**src/rtl/calc_n.sv**
```systemverilog
// calc_n: multi-port calculator sharing one registered ALU.
// Each port takes a command plus operand 1, then operand 2 on the next edge,
// then waits for a round-robin grant of the shared ALU. The result is shown on
// that port's outputs for exactly one cycle.
// Ports:
//   c_clk       - clock, rising edge
//   reset       - asynchronous, active-high reset
//   req_cmd_in  - per-port 4-bit command, port i at [i*4 +: 4]
//   req_data_in - per-port operand, port i at [i*DATA_W +: DATA_W]
//   out_resp    - per-port response: 0 none, 1 success, 2 error
//   out_data    - per-port result
//   port_busy   - per-port: request accepted and not yet answered
module calc_n #(
   parameter int NUM_PORTS = 4,
   parameter int DATA_W    = 32,
   parameter int SH_W      = $clog2(DATA_W)
) (
   input  logic                        c_clk,
   input  logic                        reset,
   input  logic [NUM_PORTS*4-1:0]      req_cmd_in,
   input  logic [NUM_PORTS*DATA_W-1:0] req_data_in,
   output logic [NUM_PORTS*2-1:0]      out_resp,
   output logic [NUM_PORTS*DATA_W-1:0] out_data,
   output logic [NUM_PORTS-1:0]        port_busy
);

   localparam int PTR_W = (NUM_PORTS > 1) ? $clog2(NUM_PORTS) : 1;

   localparam logic [3:0] CMD_NOP = 4'd0;
   localparam logic [3:0] CMD_ADD = 4'd1;
   localparam logic [3:0] CMD_SUB = 4'd2;
   localparam logic [3:0] CMD_SHL = 4'd5;
   localparam logic [3:0] CMD_SHR = 4'd6;

   localparam logic [1:0] RESP_NONE = 2'd0;
   localparam logic [1:0] RESP_OK   = 2'd1;
   localparam logic [1:0] RESP_ERR  = 2'd2;

   typedef enum logic [1:0] {
      S_IDLE,
      S_OP2,
      S_PEND
   } state_t;

   state_t                    r_state     [NUM_PORTS];
   state_t                    w_state_nxt [NUM_PORTS];
   logic [3:0]                r_cmd       [NUM_PORTS];
   logic [DATA_W-1:0]         r_op1       [NUM_PORTS];
   logic [DATA_W-1:0]         r_op2       [NUM_PORTS];
   logic [PTR_W-1:0]          r_ptr;
   logic [NUM_PORTS*2-1:0]    r_resp;
   logic [NUM_PORTS*DATA_W-1:0] r_data;

   logic                      w_gnt_vld;
   logic [NUM_PORTS-1:0]      w_gnt;
   logic [PTR_W-1:0]          w_gnt_idx;
   logic [PTR_W-1:0]          w_ptr_nxt;
   logic [3:0]                w_sel_cmd;
   logic [DATA_W-1:0]         w_sel_op1;
   logic [DATA_W-1:0]         w_sel_op2;
   logic [DATA_W:0]           w_sum;
   logic [1:0]                w_res_resp;
   logic [DATA_W-1:0]         w_res_data;

   // Round-robin: scan from r_ptr, first PEND port wins; pointer then moves
   // to the port after the winner.
   always_comb begin
      int unsigned idx;
      idx       = 0;
      w_gnt_vld = 1'b0;
      w_gnt     = '0;
      w_gnt_idx = '0;
      w_ptr_nxt = r_ptr;
      for (int unsigned k = 0; k < NUM_PORTS; k++) begin
         idx = (32'(r_ptr) + k) % NUM_PORTS;
         if (!w_gnt_vld && r_state[idx] == S_PEND) begin
            w_gnt_vld  = 1'b1;
            w_gnt[idx] = 1'b1;
            w_gnt_idx  = PTR_W'(idx);
            w_ptr_nxt  = PTR_W'((idx + 1) % NUM_PORTS);
         end
      end
   end

   // Shared ALU operates on the granted port's latched request.
   assign w_sel_cmd = r_cmd[w_gnt_idx];
   assign w_sel_op1 = r_op1[w_gnt_idx];
   assign w_sel_op2 = r_op2[w_gnt_idx];
   assign w_sum     = {1'b0, w_sel_op1} + {1'b0, w_sel_op2};

   always_comb begin
      w_res_resp = RESP_ERR;
      w_res_data = '0;
      case (w_sel_cmd)
         CMD_ADD: begin
            if (!w_sum[DATA_W]) begin
               w_res_resp = RESP_OK;
               w_res_data = w_sum[DATA_W-1:0];
            end
         end
         CMD_SUB: begin
            if (w_sel_op2 <= w_sel_op1) begin
               w_res_resp = RESP_OK;
               w_res_data = w_sel_op1 - w_sel_op2;
            end
         end
         CMD_SHL: begin
            w_res_resp = RESP_OK;
            w_res_data = w_sel_op1 << w_sel_op2[SH_W-1:0];
         end
         CMD_SHR: begin
            w_res_resp = RESP_OK;
            w_res_data = w_sel_op1 >> w_sel_op2[SH_W-1:0];
         end
         default: ;
      endcase
   end

   always_comb begin
      for (int unsigned i = 0; i < NUM_PORTS; i++) begin
         w_state_nxt[i] = r_state[i];
         case (r_state[i])
            S_IDLE:  if (req_cmd_in[i*4 +: 4] != CMD_NOP) w_state_nxt[i] = S_OP2;
            S_OP2:   w_state_nxt[i] = S_PEND;
            S_PEND:  if (w_gnt[i]) w_state_nxt[i] = S_IDLE;
            default: w_state_nxt[i] = S_IDLE;
         endcase
      end
   end

   always_ff @(posedge c_clk or posedge reset) begin
      if (reset) begin
         for (int unsigned i = 0; i < NUM_PORTS; i++) r_state[i] <= S_IDLE;
         r_ptr <= '0;
      end else begin
         for (int unsigned i = 0; i < NUM_PORTS; i++) r_state[i] <= w_state_nxt[i];
         if (w_gnt_vld) r_ptr <= w_ptr_nxt;
      end
   end

   always_ff @(posedge c_clk or posedge reset) begin
      if (reset) begin
         for (int unsigned i = 0; i < NUM_PORTS; i++) begin
            r_cmd[i] <= '0;
            r_op1[i] <= '0;
            r_op2[i] <= '0;
         end
         r_resp <= '0;
         r_data <= '0;
      end else begin
         for (int unsigned i = 0; i < NUM_PORTS; i++) begin
            if (r_state[i] == S_IDLE && req_cmd_in[i*4 +: 4] != CMD_NOP) begin
               r_cmd[i] <= req_cmd_in[i*4 +: 4];
               r_op1[i] <= req_data_in[i*DATA_W +: DATA_W];
            end
            if (r_state[i] == S_OP2) r_op2[i] <= req_data_in[i*DATA_W +: DATA_W];
            // Every port's result register clears each edge unless granted now.
            r_resp[i*2 +: 2]           <= w_gnt[i] ? w_res_resp : RESP_NONE;
            r_data[i*DATA_W +: DATA_W] <= w_gnt[i] ? w_res_data : '0;
         end
      end
   end

   always_comb begin
      for (int unsigned i = 0; i < NUM_PORTS; i++) port_busy[i] = (r_state[i] != S_IDLE);
   end

   assign out_resp = r_resp;
   assign out_data = r_data;

endmodule

```
**config.mk**
```make
export PLATFORM = sky130hd
export DESIGN_NAME = calc_n
export DESIGN_NICKNAME = d
export VERILOG_FILES = /design/src/rtl/calc_n.sv
export SDC_FILE = /design/constraint.sdc
export NUM_CORES = 1
export LEC_CHECK = 0
export ABC_AREA = 1
export CAP_MARGIN = 20
export CORE_UTILIZATION = 35
export DETAILED_ROUTE_END_ITERATION = 6
export SETUP_SLACK_MARGIN = 0.05
export SYNTH_ARGS = -nofsm -noshare
export SYNTH_HDL_FRONTEND = slang
export SYNTH_SLANG_ARGS = --single-unit
```
**constraint.sdc**
```tcl
create_clock -name c_clk -period 34 [get_ports c_clk]
set_input_delay 6.8 -clock c_clk [delete_from_list [all_inputs] [get_ports c_clk]]
set_output_delay 6.8 -clock c_clk [all_outputs]
set_load 0.05 [all_outputs]
```
== Word level (Yosys, flattened, before mapping) ==
Index checks and enable logic that the tools add are counted.
Storage, ports and cells
  output and inout bits: 140
  input port bits: 146
  register bits after elaboration: 418
  word-level logic and storage cells: 179
Cells by class
  bitwise operators: 8
  mux-type cells: 71
  order comparisons: 14
  equality and inequality tests: 24
  $add $sub $neg: 8
  reductions and logical operators: 33
  shifts and indexed selects: 2
Operators by type and width (count)
  $mux W32: 10
  $ge A33 B3 Y1 const B: 4
  $not A2 Y33: 4
  $bmux W32 S2: 2
  $pmux W32 S4: 1
  $mux W2: 30
  $add A32 B32 Y33: 1
  $le A32 B32 Y1: 1
  $shl A32 B5 Y32: 1
  $shr A32 B5 Y32: 1
  $sub A32 B32 Y32: 1
  $pmux W2 S3: 5
  $mux W4: 6
  $reduce_bool A4 Y1: 5
  $bmux W2 S2: 4
  $eq A2 B2 Y1 const B: 8
  $ne A2 B2 Y1 const B: 8
  $lt A2 B3 Y1 const B: 4
  $or A4 B4 Y4: 3
  $logic_and A1 B1 Y1: 11
  $reduce_and A2 Y1: 5
  $add A2 B1 Y2 const B: 4
  $bmux W4 S2: 1
  $demux W1 S2: 4
  other kinds (13): 36

== Longest topological paths before layout ==
Gate-level depths: netlist (run 1).
  depth after elaboration: 23
  mapped depth: 41
  mapped depth without buffers: 36

== Worst setup path before layout (run 1) ==
No wires, ideal clock.
  path kind: input to register
  start point: input req_cmd_in[14]
  end point: register r_cmd[0] (netlist name)
  required time: 33917 ps
  arrival time: 7524 ps
  slack: 26394 ps
  library setup time: 83 ps
  cell stages on the path: 6
  path buffers: 1
  cell sequence: inv_1 nand4_1 nand2_1 clkbuf_1 nand2_1 o21ai_0
Between the ends
  longest elaborated chain between the ends: 2
RTL lines
  start: declaration: RTL line 20  | input logic [NUM_PORTS*4-1:0] req_cmd_in,
  $reduce_bool A4 Y1: RTL line 152  | if (r_state[i] == S_IDLE && req_cmd_in[i*4 +: 4] != CMD_NOP) begin
  $logic_and A1 B1 Y1: RTL line 152
  end signal: indexed assignment: RTL line 153  | r_cmd[i] <= req_cmd_in[i*4 +: 4];
  end: declaration: RTL line 47  | logic [3:0] r_cmd [NUM_PORTS];
No other way between the ends.
A chain may end at the register's enable or synchronous reset.

==> impl_metrics.ini, run 1 <==
[status]
outcome = completed

[grt]
grt_pass1_wl_mm = 138.8
grt_overflow = 0
first_global_vias = 22810
grt_max_degree = 102
grt_usage_pct = 24.41
antenna_found_initial = 0

[worst_setup_path]
critPathLaunchType = input port
cp_max_fo = 101
cp.required_ns = 34.59
worstSetupEndpointType = async pin
crit_type = input port to async pin
arrival_ns = 9.67

[logic_synthesis]
ys_async_sr_fraction_pct = 100.0
synth_nets = 3775
yosysUniqueCellTypes = 50
ys.flop_type = dfrtp_1
yosys_warnings = 0
ys_seq_area_share_pct = 41.29
synth_edf_count = 0
postSynthCellCount = 3554
syn_area_um2 = 25330
syn_avg_cell_area_um2 = 7.127
synth_seq_cells = 418

[clocking]
clk_pin_slew_ns = 0.06
hold_buffers = 0
clkSinkCount = 418
clk_root_buffer_cell = clkbuf_16
cts_max_level = 2
clock_path_buffers = 3
postCtsSetupBuffers = 0
clock_latency_ns = 0.61
cts_tree = yes
cts_buffers = 47
ctsResizeCount = 0

[routing]
drc = 0
drt_iter0_markers = 3009
totalWireLength_mm = 90.68
drt_first_pass_iters = 6
wl_per_cell_um = 19.29
vias = 24420
antenna_left = 0
routed_via_density = 5.194

[finish]
fin_cells = 4701
layout.nets = 3940
syn_to_final_growth_pct = 19.58
n_antenna_cell = 0
drive_above_1_share_pct = 5.865

[sta]
tightestPinTransition_ns = 0.9184
final.setup.tns_ns = 0
fmax_mhz = 110.1
hold_violations = 0
finalWorstPathRequiredPeriod_ns = 9.084
finalCritPeriodShare_pct = 26.72
rsz0062_at_grt = no
finalSetupViolCount = 0
maxSlewViolCount = 0
skew_ns = 0.02467
maxSlewHeadroom_pct = 38.78

[placement]
place_congestion = 1.031
dpl.hpwl_mm = 66.49
port_buffers = 285
dp_cells = 4620

[run]
cap_violations = 0

[floorplanning]
start_util_pct = 35.37
die_w_um = 271.0
dieArea_um2 = 73450
num_io_pins = 286
dieHeight_um = 271.0
num_rows = 98
core-area_um2 = 71610

[hold_path]
hold_path_class = register to register
## worst max-delay path: stages
cell and delay, ns:
clkdlybuf4s50_1 0.49, inv_8 0.46, buf_4 0.79, buf_4 0.83
## Yosys cell counts (2+ instances only)
library cell	n	area (um^2)
a21boi_0	2	15.01
nand2_2	23	143.9
nand2_1	875	3284
buf_4	13	97.59
xnor2_1	4	35.03
ha_1	73	913.4
a21oi_1	120	600.6
xor2_1	40	350.3
buf_2	46	230.2
clkbuf_1	111	416.7
o22ai_1	11	68.82
o21a_1	2	15.01
inv_2	9	33.78
buf_8	2	30.03
a21o_1	7	52.55
nor3_1	13	65.06
fa_1	2	40.04
nor2_4	6	67.56
nand4_1	13	81.33
a32oi_1	27	236.5
nor2_1	288	1081
o31ai_1	2	15.01
nand3_2	11	110.1
nor4_1	3	18.77
nand3b_1	8	60.06
a221oi_1	4	35.03
a31oi_1	4	25.02
or2_2	36	225.2
o211ai_1	5	37.54
nor2_2	20	125.1
buf_6	10	112.6
buf_1	15	56.30
o21bai_1	11	82.58
nand3_1	520	2603
inv_1	443	1663
o21ai_0	334	1672
nand2_4	4	45.04
o21ai_1	8	40.04
dfrtp_1	418	10460
## cells by family after synthesis
kind of cell | Yosys count | share of synthesized area (%)
flops | 418 | 41.29
simple gates | 1823 | 31.32
buf+inv | 651 | 10.46
fa+ha+maj | 75 | 3.764
compound gates | 543 | 11.64
xor+xnor | 44 | 1.521
## layout make-up
class	count	area, um^2
clock buffers	59	1261
clock inverters	22	354.1
fillers	7521	41320
inverters	454	1714
multi-input cells	2485	12250
flip-flops and latches	418	10460
well taps	950	1189
repair buffers	313	3063
## routing by layer
layer  track usage [%]  vias up  part of all wire [%]
li1                  -    11710                     -
met5                 0        -                     0
met2             36.61     1065                    43
met1             35.80    11510                    46
met3             3.701      140                   7.7
met4             7.568        0                   3.1
## final timing paths
check	start	endpoint	slack, ns	depth (start not counted)
min reg2reg	r_op2[88]	r_op2[88]	0.47	2
max reg2reg	r_ptr[1]	out_data[25]	25.41	29
max in group c_clk	r_state[1]	port_busy[3]	25.17	3
min	r_op2[88]	r_op2[88]	0.47	2
max	reset	r_cmd[11]	24.92	4
min in group asynchronous	reset	r_op2[45]	6.70	2
## placed cells by master (no fill, tap or decap), types with 3 or more instances in the layout
cell type	n
ha_1	73
buf_4	28
a21o_1	7
nand3b_1	8
clkbuf_8	4
o21ai_1	8
a32oi_1	27
nor3_1	13
nand4_1	13
o21bai_1	11
xor2_1	40
o22ai_1	11
nor4_1	3
nor2_2	19
clkinvlp_4	4
nor2_4	7
inv_2	9
bufinv_16	6
or2_2	36
nand2_2	28
o211ai_1	5
a31oi_1	4
dfrtp_1	418
a21oi_1	119
nand2_4	5
nor2_1	288
clkinv_2	6
o21ai_0	334
clkdlybuf4s50_1	285
clkbuf_1	8
nand3_2	11
inv_1	442
xnor2_1	4
nand3_1	520
clkbuf_16	47
nand2_1	869
a221oi_1	4
## metrics by stage
stage               utilization (%)  hold slack [ns]  setup WS (ns)  instance area, um^2
floorplan                         -           0.4444          15.57                25330
global placement              40.04           0.4579          24.20                28680
detailed placement            40.04           0.4651          24.22                28680
CTS                           42.30           0.4797          24.85                30290
global route                  42.30           0.4974          24.51                30290
finish                        42.30           0.4732          24.92                30290
## sequential cells by signal, indices dropped and copies added, names as in the netlist
register / flops
r_ptr: 2
r_op2: 128
r_op1: 128
r_state: 8
out_data: 128
r_cmd: 16
out_resp: 8
Power of run 1 is not shown: default switching activity piles up to over one toggle a cycle in this logic, so the estimate is an artifact.
==> run 2: changes to the inputs <==
==> constraint.sdc (replaced) <==
create_clock -name c_clk -period 8.6 [get_ports c_clk]
set_input_delay 1.72 -clock c_clk [delete_from_list [all_inputs] [get_ports c_clk]]
set_output_delay 1.72 -clock c_clk [all_outputs]
set_load 0.05 [all_outputs]
==> impl_metrics.ini, run 2 (synthesized netlist as in run 1, its figures left out) <==
[clocking]
clkSinkCount = 418
cts_buffers = 46
cts_tree = yes
clk_pin_slew_ns = 0.06
hold_buffers = 0
clock_path_buffers = 3
clk_root_buffer_cell = clkbuf_16
cts_max_level = 2
clock_latency_ns = 0.62
postCtsSetupBuffers = 0
ctsResizeCount = 0

[sta]
worst_slack_ns = 1.702
finalSetupViolCount = 0
fmax_mhz = 145.0
tightestPinTransition_ns = 0.9001
hold_violations = 0
maxSlewHeadroom_pct = 39.99
rsz0062_at_grt = no
finalCritPeriodShare_pct = 80.21
maxSlewViolCount = 0
skew_ns = 0.04010
final.setup.tns_ns = 0
finalWorstPathRequiredPeriod_ns = 6.898

[worst_setup_path]
arrival_ns = 7.32
timing.rr.start = r_ptr[0]
worstSetupEndpointType = register
reg2reg_to = out_data[93]
critPathLaunchType = register
r2r_cells = 26
regToRegSetupSlack_ns = 1.70
cp.required_ns = 9.02
crit_type = register to register
cp_max_fo = 68

[routing]
wl_per_cell_um = 19.89
totalWireLength_mm = 93.53
antenna_left = 0
drt_first_pass_iters = 7
vias = 24670
drt_iter0_markers = 2929
drc = 0
routed_via_density = 5.247

[hold_path]
whs_endpoint = r_op1[29]
hold_path_class = register to register
worstHoldStart = r_op1[29]
hold_path_depth = 2

[finish]
mostFrequentLayoutCells = nand2_1, nand3_1, inv_1
syn_to_final_growth_pct = 19.23
drive_above_1_share_pct = 5.704
layout.nets = 3941
fin_cells = 4702
n_antenna_cell = 0
utilization_pct = 42.18
num-fill-cells = 7545
mostFrequentLayoutCell = nand2_1

[placement]
dpl.hpwl_mm = 70.11
dp_slack_ns = 1.813
place_congestion = 1.034
port_buffers = 285
dp_cells = 4621

[floorplanning]
dieArea_um2 = 73450
start_util_pct = 35.37
num_rows = 98
die_w_um = 271.0
core-area_um2 = 71610
dieHeight_um = 271.0
num_io_pins = 286

[grt]
first_global_vias = 22970
grt_max_degree = 143
grt_overflow = 0
grt_pass1_wl_mm = 142.1
grt_usage_pct = 25.04
antenna_found_initial = 0

[status]
outcome = completed

[run]
cap_violations = 0
## run 2: cell types whose count changed in the layout (fill, tap and decap cells not counted), sizes merged
cell / previous run / this run
clkbuf: 59 / 70
bufinv: 6 / 1
clkinv: 11 / 6
clkinvlp: 4 / 1
buf: 28 / 30
inv: 455 / 456
## run 2: area by class of cell
type                    count  area [um^2]  area share (%)
multi-input cells        2485        12250           40.56
flip-flops and latches    418        10460           34.63
repair buffers            315         3136           10.38
inverters                 454         1710           5.663
clock buffers              70         1331           4.408
well taps                 950         1189           3.936
clock inverters            10        126.4          0.4184
## run 2: layer usage
metal | global-route usage [%] | vias up | wire length, um
met5 | 0 | - | 0
met4 | 10.35 | 0 | 4112
met3 | 4.109 | 174 | 7481
met2 | 36.99 | 1166 | 39950
met1 | 36.02 | 11620 | 41990
li1 | - | 11710 | -
## run 2: worst max-delay path by stage
stage | startpoint | endpoint | depth (start not counted)
finish | r_ptr[0] | out_data[93] | 26
global route | r_ptr[0] | out_data[71] | 31
CTS | r_ptr[0] | out_data[19] | 32
detailed placement | r_ptr[0] | out_data[19] | 32
global placement | r_ptr[0] | out_data[83] | 31
floorplan | reset | out_data[0] | 1
## run 2: stage by stage
step	hold slack (ns)	instance area, um^2
final	0.4761	30200
after global routing	0.4922	30200
after global placement	0.4582	28720
after detailed placement	0.4648	28720
after CTS	0.4796	30170
after floorplan	0.4444	25330
## run 2: worst max-delay path: stages, from the launching register on
cell	delay [ns]
dfrtp_1	0.64
inv_4	0.11
ha_1	0.34
inv_1	0.10
nand3_1	0.10
nand2_1	0.08
nor2_4	0.12
nand2_1	0.06
nor2_1	0.20
inv_1	0.11
nand2_4	0.58
buf_4	0.46
nand3_1	0.13
nand2_1	0.36
inv_1	0.13
ha_1	0.48
nand2_1	0.19
nor3_1	0.63
nand3_1	0.21
nand3_1	0.34
a21o_1	0.21
a21o_1	0.21
a21oi_1	0.10
xor2_1	0.18
o22ai_1	0.12
nor2_1	0.32
a21oi_1	0.11
Power of run 2 is left out for the same reason.
==> run 3: changes to the inputs <==
==> constraint.sdc (replaced) <==
create_clock -name c_clk -period 7 [get_ports c_clk]
set_input_delay 1.4 -clock c_clk [delete_from_list [all_inputs] [get_ports c_clk]]
set_output_delay 1.4 -clock c_clk [all_outputs]
set_load 0.05 [all_outputs]
==> impl_metrics.ini, run 3 (synthesized netlist as in run 1, its figures left out) <==
[clocking]
clk_root_buffer_cell = clkbuf_16
cts_tree = yes
clock_path_buffers = 3
hold_buffers = 0
cts_buffers = 47
clk_pin_slew_ns = 0.06
clock_latency_ns = 0.62
cts_max_level = 2
clkSinkCount = 418

[grt]
antenna_found_initial = 0
grt_max_degree = 141
grt_usage_pct = 25.27
grt_overflow = 0
first_global_vias = 22970
grt_pass1_wl_mm = 142.9

[floorplanning]
num_rows = 98
start_util_pct = 35.37
dieHeight_um = 271.0
die_w_um = 271.0
num_io_pins = 286
core-area_um2 = 71610
dieArea_um2 = 73450

[finish]
multi_input_area_um2 = 12270
n_antenna_cell = 0
ff_latch_area_um2 = 10460
layout.nets = 3955
fin_cells = 4721
mostFrequentLayoutCell = nand2_1
num-fill-cells = 7422
syn_to_final_growth_pct = 20.52
mostFrequentLayoutCells = nand2_1, nand3_1, inv_1
fin_area_um2 = 30530
utilization_pct = 42.63
drive_above_1_share_pct = 6.338

[status]
outcome = completed

[sta]
maxSlewViolCount = 0
fmax_mhz = 151.4
skew_ns = 0.03241
hold_violations = 0
maxSlewHeadroom_pct = 44.36
finalCritPeriodShare_pct = 94.37
tightestPinTransition_ns = 0.8347
rsz0062_at_grt = no
finalSetupViolCount = 0
finalWorstPathRequiredPeriod_ns = 6.606

[placement]
dp_cells = 4632
dpl.hpwl_mm = 70.84
placed_cell_area_um2 = 28850
port_buffers = 285
place_congestion = 1.039

[worst_setup_path]
worstSetupEndpointType = register
r2r_cells = 30
critPathLaunchType = register
cp_slowest_stage_delay_ns = 0.64
cp_slowest_cell = dfrtp_1
crit_type = register to register
arrival_ns = 7.14
cp_max_fo = 54
cp.required_ns = 7.53

[hold_path]
hold_path_class = register to register
hold_path_depth = 2

[routing]
drt_iter0_markers = 2824
wl_per_cell_um = 19.97
vias = 24570
drt_first_pass_iters = 6
routed_via_density = 5.205
antenna_left = 0
totalWireLength_mm = 94.29
drc = 0

[run]
cap_violations = 0
run 3: layer usage:
layer  wire length [um]  global-route usage [%]  part of all wire, %  vias to the layer above
li1                   -                       -                    -                    11740
met1              42450                   36.52                   45                    11550
met2              39830                   37.11                   42                     1125
met3               7569                   3.861                  8.0                      162
met4               4445                   11.00                  4.7                        0
met5                  0                       0                    0                        -
run 3: through the flow:
step / setup WS, ns / TNS [ns] / hold WS [ns]
global route: 0.06712 / 0 / 0.4930
CTS: 0.1604 / 0 / 0.4815
global placement: -0.1198 / -0.4475 / 0.4586
finish: 0.3938 / 0 / 0.4767
detailed placement: -0.1830 / -0.6920 / 0.4654
floorplan: -0.03753 / -15.69 / 0.4444
run 3: path summary, 6_finish.rpt:
kind / startpoint / end / slack (ns)
setup reg to reg: r_ptr[0] / out_data[71] / 0.39
setup / recovery: r_ptr[0] / out_data[71] / 0.39
max in group asynchronous: reset / r_op1[124] / 4.46
hold reg to reg: r_op2[92] / r_op2[92] / 0.48
min in group asynchronous: reset / r_op1[50] / 1.26
hold / removal: r_op2[92] / r_op2[92] / 0.48
run 3: layout make-up:
type	count	share of cell area (%)
clock buffer	68	4.406
clock inverter	18	0.9549
inverter	454	5.607
multi-input combinational	2485	40.19
sequential	418	34.26
tap	950	3.893
timing repair buffer	328	10.69
run 3: critical path: cells and delay by family, from the launching register on:
kind	cells	cell delay [ns]
compound gates	2	0.94
buf+inv	10	1.49
flops	1	0.64
fa+ha+maj	2	0.80
simple gates	16	2.59
run 3: what timing repair did:
action / 4_1_cts / 5_1_grt
gates resized for setup: 2 / 7
setup buffers: 0 / 3
pin swaps: 0 / 1
setup endpoints to repair: 4 / 74
Power of run 3 is left out for the same reason.
